--- config.mk ---
export PLATFORM = sky130hd
export DESIGN_NAME = id_ex_pipe_reg
export DESIGN_NICKNAME = d
export VERILOG_FILES = /design/src/rtl/id_ex_pipe_reg.sv
export SDC_FILE = /design/constraint.sdc
export NUM_CORES = 1
export LEC_CHECK = 0
export CORE_AREA = 5 5 148 150
export DETAILED_ROUTE_END_ITERATION = 10
export DIE_AREA = 0 0 153 155
export PLACE_DENSITY_LB_ADDON = 0.12
export SYNTH_ARGS = -nofsm -noshare
export SYNTH_HDL_FRONTEND = slang
export SYNTH_SLANG_ARGS = --single-unit
--- constraint.sdc ---
create_clock -name clk -period 0.9 [get_ports clk]
set_clock_uncertainty 0.05 [all_clocks]
set_input_delay 0.18 -clock clk [delete_from_list [all_inputs] [get_ports clk]]
set_output_delay 0.18 -clock clk [all_outputs]
set_load 0.01 [all_outputs]
--- src/rtl/id_ex_pipe_reg.sv ---
// Decode->Execute pipeline register: captures the D-stage control word and
// operands and presents them to EX one cycle later.
// Ports: clk, rst_n (async active-low), StallE/FlushE from the hazard unit,
// <name>D inputs from decode, <name>E registered copies, ValidE, IllegalE.
module id_ex_pipe_reg #(
    parameter int XLEN = 32,
    parameter int REGW = 5
) (
    input  logic            clk,
    input  logic            rst_n,
    input  logic            StallE,
    input  logic            FlushE,
    input  logic            ValidD,
    input  logic            RegWriteD,
    input  logic [1:0]      ResultSrcD,
    input  logic            MemWriteD,
    input  logic            JumpD,
    input  logic            BranchD,
    input  logic [3:0]      ALUControlD,
    input  logic [1:0]      ALUSrcD,
    input  logic [2:0]      funct3D,
    input  logic [XLEN-1:0] RD1D,
    input  logic [XLEN-1:0] RD2D,
    input  logic [XLEN-1:0] PCD,
    input  logic [XLEN-1:0] PCPlus4D,
    input  logic [XLEN-1:0] ImmExtD,
    input  logic [REGW-1:0] Rs1D,
    input  logic [REGW-1:0] Rs2D,
    input  logic [REGW-1:0] RdD,
    output logic            ValidE,
    output logic            IllegalE,
    output logic            RegWriteE,
    output logic [1:0]      ResultSrcE,
    output logic            MemWriteE,
    output logic            JumpE,
    output logic            BranchE,
    output logic [3:0]      ALUControlE,
    output logic [1:0]      ALUSrcE,
    output logic [2:0]      funct3E,
    output logic [XLEN-1:0] RD1E,
    output logic [XLEN-1:0] RD2E,
    output logic [XLEN-1:0] PCE,
    output logic [XLEN-1:0] PCPlus4E,
    output logic [XLEN-1:0] ImmExtE,
    output logic [REGW-1:0] Rs1E,
    output logic [REGW-1:0] Rs2E,
    output logic [REGW-1:0] RdE
);

    typedef struct packed {
        logic            valid;
        logic            illegal;
        logic            reg_write;
        logic [1:0]      result_src;
        logic            mem_write;
        logic            jump;
        logic            branch;
        logic [3:0]      alu_ctrl;
        logic [1:0]      alu_src;
        logic [2:0]      funct3;
        logic [XLEN-1:0] rd1;
        logic [XLEN-1:0] rd2;
        logic [XLEN-1:0] pc;
        logic [XLEN-1:0] pc_plus4;
        logic [XLEN-1:0] imm_ext;
        logic [REGW-1:0] rs1;
        logic [REGW-1:0] rs2;
        logic [REGW-1:0] rd;
    } ex_t;

    ex_t  ex_q;
    ex_t  ex_d;
    logic alu_legal;

    // X/Z bits match no item and fall into the default, so they are
    // treated as illegal in simulation as well.
    always_comb begin
        alu_legal = 1'b0;
        case (ALUControlD)
            4'b0000, 4'b0001, 4'b0010, 4'b0011,
            4'b0100, 4'b0101, 4'b0110, 4'b0111,
            4'b1000, 4'b1001, 4'b1011, 4'b1100: alu_legal = 1'b1;
            default:                            alu_legal = 1'b0;
        endcase
    end

    // Flush beats stall so a hazard-unit bubble is never lost.
    always_comb begin
        ex_d = ex_q;
        if (FlushE) begin
            ex_d = '0;
        end else if (StallE) begin
            ex_d = ex_q;
        end else if (!ValidD) begin
            ex_d = '0;
        end else if (!alu_legal) begin
            // Flagged bubble keeps only the PC so a trap can report it.
            ex_d         = '0;
            ex_d.illegal = 1'b1;
            ex_d.pc      = PCD;
        end else begin
            ex_d.valid      = 1'b1;
            ex_d.illegal    = 1'b0;
            ex_d.reg_write  = RegWriteD;
            ex_d.result_src = ResultSrcD;
            ex_d.mem_write  = MemWriteD;
            ex_d.jump       = JumpD;
            ex_d.branch     = BranchD;
            ex_d.alu_ctrl   = ALUControlD;
            ex_d.alu_src    = ALUSrcD;
            ex_d.funct3     = funct3D;
            ex_d.rd1        = RD1D;
            ex_d.rd2        = RD2D;
            ex_d.pc         = PCD;
            ex_d.pc_plus4   = PCPlus4D;
            ex_d.imm_ext    = ImmExtD;
            ex_d.rs1        = Rs1D;
            ex_d.rs2        = Rs2D;
            ex_d.rd         = RdD;
        end
    end

    always_ff @(posedge clk or negedge rst_n) begin
        if (!rst_n) begin
            ex_q <= '0;
        end else begin
            ex_q <= ex_d;
        end
    end

    assign ValidE      = ex_q.valid;
    assign IllegalE    = ex_q.illegal;
    assign RegWriteE   = ex_q.reg_write;
    assign ResultSrcE  = ex_q.result_src;
    assign MemWriteE   = ex_q.mem_write;
    assign JumpE       = ex_q.jump;
    assign BranchE     = ex_q.branch;
    assign ALUControlE = ex_q.alu_ctrl;
    assign ALUSrcE     = ex_q.alu_src;
    assign funct3E     = ex_q.funct3;
    assign RD1E        = ex_q.rd1;
    assign RD2E        = ex_q.rd2;
    assign PCE         = ex_q.pc;
    assign PCPlus4E    = ex_q.pc_plus4;
    assign ImmExtE     = ex_q.imm_ext;
    assign Rs1E        = ex_q.rs1;
    assign Rs2E        = ex_q.rs2;
    assign RdE         = ex_q.rd;

endmodule
; ---- Word level (Yosys, flattened, before mapping)
; Memory sizes are Yosys's and may differ from the RTL's.
; Index checks and enable logic that the tools add are counted.
[word_totals]
register_bits = 192
mem_bits_ro = 16
out_inout_bits = 192
mem_count = 1
[classes]
n_eq_ne = 1
mux = 4
[mem_list]
columns = name, words, word_bits, rd, rd_clocked_by_memory_dff, write_ports, line_no
row1 = (no name shown), 16, 1, 1, 0, 0, 79  ; case (ALUControlD)
[ops]
columns = operator, count
row1 = $mux 192, 4
row2 = $ne 2x1->1 const B, 1

; ---- Logic depth before layout (Yosys ltp)
; An unclocked memory read counts as a cell.
[logic_depth]
depth_word = 5
mapped_depth = 5
ltp_nobuf = 3

; ---- Worst setup path before layout
; No wires, ideal clock.
[synth_timing]
path_kind = input-to-reg
startpoint = in FlushE
endpoint = reg ex_q, in the netlist RD1E[0]
setup_time_ps = 65
t_arrival_ps = 1197
required_ps = 785
setup_slack_ps = -412
path_stages = 5
cell_sequence = nor3b_4 a21boi_2 buf_2 buf_4 a22o_1
[synth_via]
elab_chain_cells = 1
elab_cells_between_ends = 2
cone_classes = 1 x eq/ne / 1 x mux
[synth_rtl]
columns = element, line_no
row1 = start: declaration, 12  ; input logic FlushE,
row2 = $ne 2x1->1 (no line) or $mux 192 (tied branches), n/a
row3 = end signal: assignment, 125  ; ex_q <= '0;
row4 = end signal: assignment, 127  ; ex_q <= ex_d;
row5 = end: declaration, 71  ; ex_t ex_q;
; Parallel ways exist; a longest one is shown, timed or not.
; A chain may end at the register's enable or synchronous reset.

; ---- Worst setup path after layout
[layout_timing]
startpoint = reg ex_q, in the netlist funct3E[1]
endpoint = out funct3E[1]
[layout_lines]
columns = element, line_no
row1 = end: declaration, 39  ; output logic [2:0] funct3E,
; No word-level cell between the ends.

==> results.tsv <==
metric	value	unit
max-vdd-ir-drop	1.184	mV
synthMuxAreaShare	0.001676	
cp-endpoint	funct3E[1]	
fp.dieH	155	µm
r2r-end	funct3E[1]	
die-area	23720	µm²
numCtsBuffers	17	
synthCells	431	
relSlewSlack	0.8235	
area_growth	97.49	%
grt_max_degree	35	
synth_edf_count	0	
finalCriticalPeriod	1.231	ns
place_hpwl	17820	µm
pre_cts_ws	-1.066	ns
p_leak	6.736	nW
syn_area	6719	µm²
fillCellCount	1548	
slowest_delay	0.42	ns
period_share	1.368	
ios	387	
finalHoldViolations	0	
yosysSeqAreaShare	0.7151	
timing.rr.start	funct3E[1]	
synth_fa_ha_area_frac	0	
via_count	6188	
fmax	812.2	MHz
grt_overflow	0	
r2r_slack	-0.12	ns
p_per_area	1509	nW/µm²
cts_tree	done	
synthSimpleGateAreaFrac	0.004842	
core	20560	µm²
crit_buf_inv	1	
syn-num-nets	626	
fin_nets	1185	
yosysWarnings	0	
cp-end-kind	output pin	
routed_wl	27240	µm
viasPerCell	4.842	
synth_top_cells_by_count	192 x dfrtp_1, 189 x a22o_1, 24 x clkbuf_1	
p_total	0.02002	W
arrival	1.00	ns
worst_slew_pin_slew	0.2647	ns
synth_top_area_cell	dfrtp_1	
start_util	0.3268	
io_buffers	386	
wl_per_cell	21.31	µm
htreeDepth	4	
synthFlopType	dfrtp_1	
path_cells	buf_2	
antenna_cells	0	
clk_path_buf_depth	2	
start_kind	register	
die_w	153	µm
multi_input_area	1752	µm²
drc	0	
worst_slack	-0.3313	ns
ys_top_cells_by_area	dfrtp_1 72%, a22o_1 25%, clkbuf_1 1.3%	
drv_cap	0	
ys_ff_latch	192	
fin_worst_hold_slack	0.03440	ns
clk_latency	0.42	ns
grt_util_all_layers	0.2196	
regArea	4805	µm²
status	complete, but fails checks	
drv_slew	0	
synth-compound-area-share	0.2514	
drt_iter0_markers	263	
synth-xor-area-share	0	
cpLargestDelayFamily	flip-flops	
critical_path_class	register to output pin	
crit_required	0.67	ns
reg2reg_depth	3	
rows	53	
first_pass_iters	4	
antenna_found_initial	0	
hold_path.class	primary input to register	
finalSetupViolCount	352	
routabilityCongestion	0.7713	
crit_fanout	2	
grt_pass1_vias	6662	
root_buffer	clkbuf_16	
hp-start	ALUControlD[1]	
tns	-73.73	ns
numClockSinks	192	
yosysUniqueCellTypes	14	
crit_cells	1	
synth_top_family_by_area	compound AO/OA/AOI/OAI gates	
startpoint	funct3E[1]	
drtAntennaViolNets	0	
violations	setup timing	
rsz0062_at_grt	yes	
grt_pass1_wl	40120	µm
synth_top_area_share	0.7151	
yosysMostFrequentCell	dfrtp_1	
syn_area_per_cell	15.59	µm²
drive_gt1_frac	0.4257	
clk_pin_slew	0.07	ns
async_reset_ff_frac	1.000	
crit_slowest_cell	dfrtp_1	
how the worst min path moves through the flow:
stage | endpoint | slack, ns | depth (start not counted)
3_5_place_dp | PCPlus4E[29] | 0.04 | 1
4_1_cts | ALUControlE[1] | 0.01 | 3
6_report | ALUControlE[1] | 0.03 | 3
3_3_place_gp | PCE[10] | 0.03 | 1
5_1_grt | ALUControlE[1] | 0.02 | 3
2_1_floorplan | ALUControlE[0] | -0.17 | 0
cells in the final DEF, fill, tap and decap left out, types with 4 or more instances in the layout:
master           count
buf_16               8
buf_8               10
clkbuf_16           23
buf_4              122
dfrtp_1            192
clkdlybuf4s50_1    186
clkinvlp_4           4
a22o_1             189
buf_12              30
buf_6              119
buf_2               96
layout make-up:
type                    instances  share of cell area
clock buffers                  20             0.03442
clock inverters                12             0.01132
multi-input cells             198              0.1320
flip-flops and latches        192              0.3621
well taps                     275             0.02593
repair buffers                581              0.4342
worst min-delay path: cells and delay by family:
kind | cells | cell delay [ns]
AOI/OAI and AO/OA | 1 | 0.11
buffers and inverters | 2 | 0.18
power by group:
part           internal (W)  switching, W  total [W]
Clock               0.00432       0.00345    0.00777
Combinational       0.00197       0.00115    0.00312
Sequential          0.00892      0.000205    0.00912
sequential cells by signal, indices dropped and copies added (netlist names), 3 cells and up:
name and flops:
RdE 5, Rs2E 5, RD1E 32, ALUControlE 4
PCPlus4E 32, ImmExtE 32, funct3E 3, Rs1E 5
PCE 32, RD2E 32
metrics by stage:
step           instance area, µm²  utilization  instances
5_1_grt                     13270       0.6455       1278
3_3_place_gp                11520       0.5603       1123
4_1_cts                     12710       0.6183       1231
2_1_floorplan                6820            -        431
3_5_place_dp                11520       0.5603       1123
6_report                    13270       0.6455       1278
what timing repair did:
action | CTS | global route
endpoints found under the hold margin | 193 | 0
buffers inserted | 58 | 68
setup endpoints to repair | 384 | 360
cloned | 18 | 7
pin swaps | 8 | 35
hold buffers | 2 | 0
resized for setup | 939 | 53
layer usage:
metal,part of all wire,up-vias,global-route usage
met3,0.069,46,0.07260
met4,0.030,0,0.07934
met5,0,-,0
li1,-,2798,-
met2,0.53,255,0.3893
met1,0.37,3089,0.2486
logic make-up (layout without fill, tap and decap cells):
family | after synthesis | after routing
flip-flops | 192 | 192
AND/OR/NAND/NOR | 4 | 4
AO/OA/AOI/OAI | 193 | 193
buffers and inverters | 41 | 613
multiplexers | 1 | 1
(Power assumes the default switching activity.)
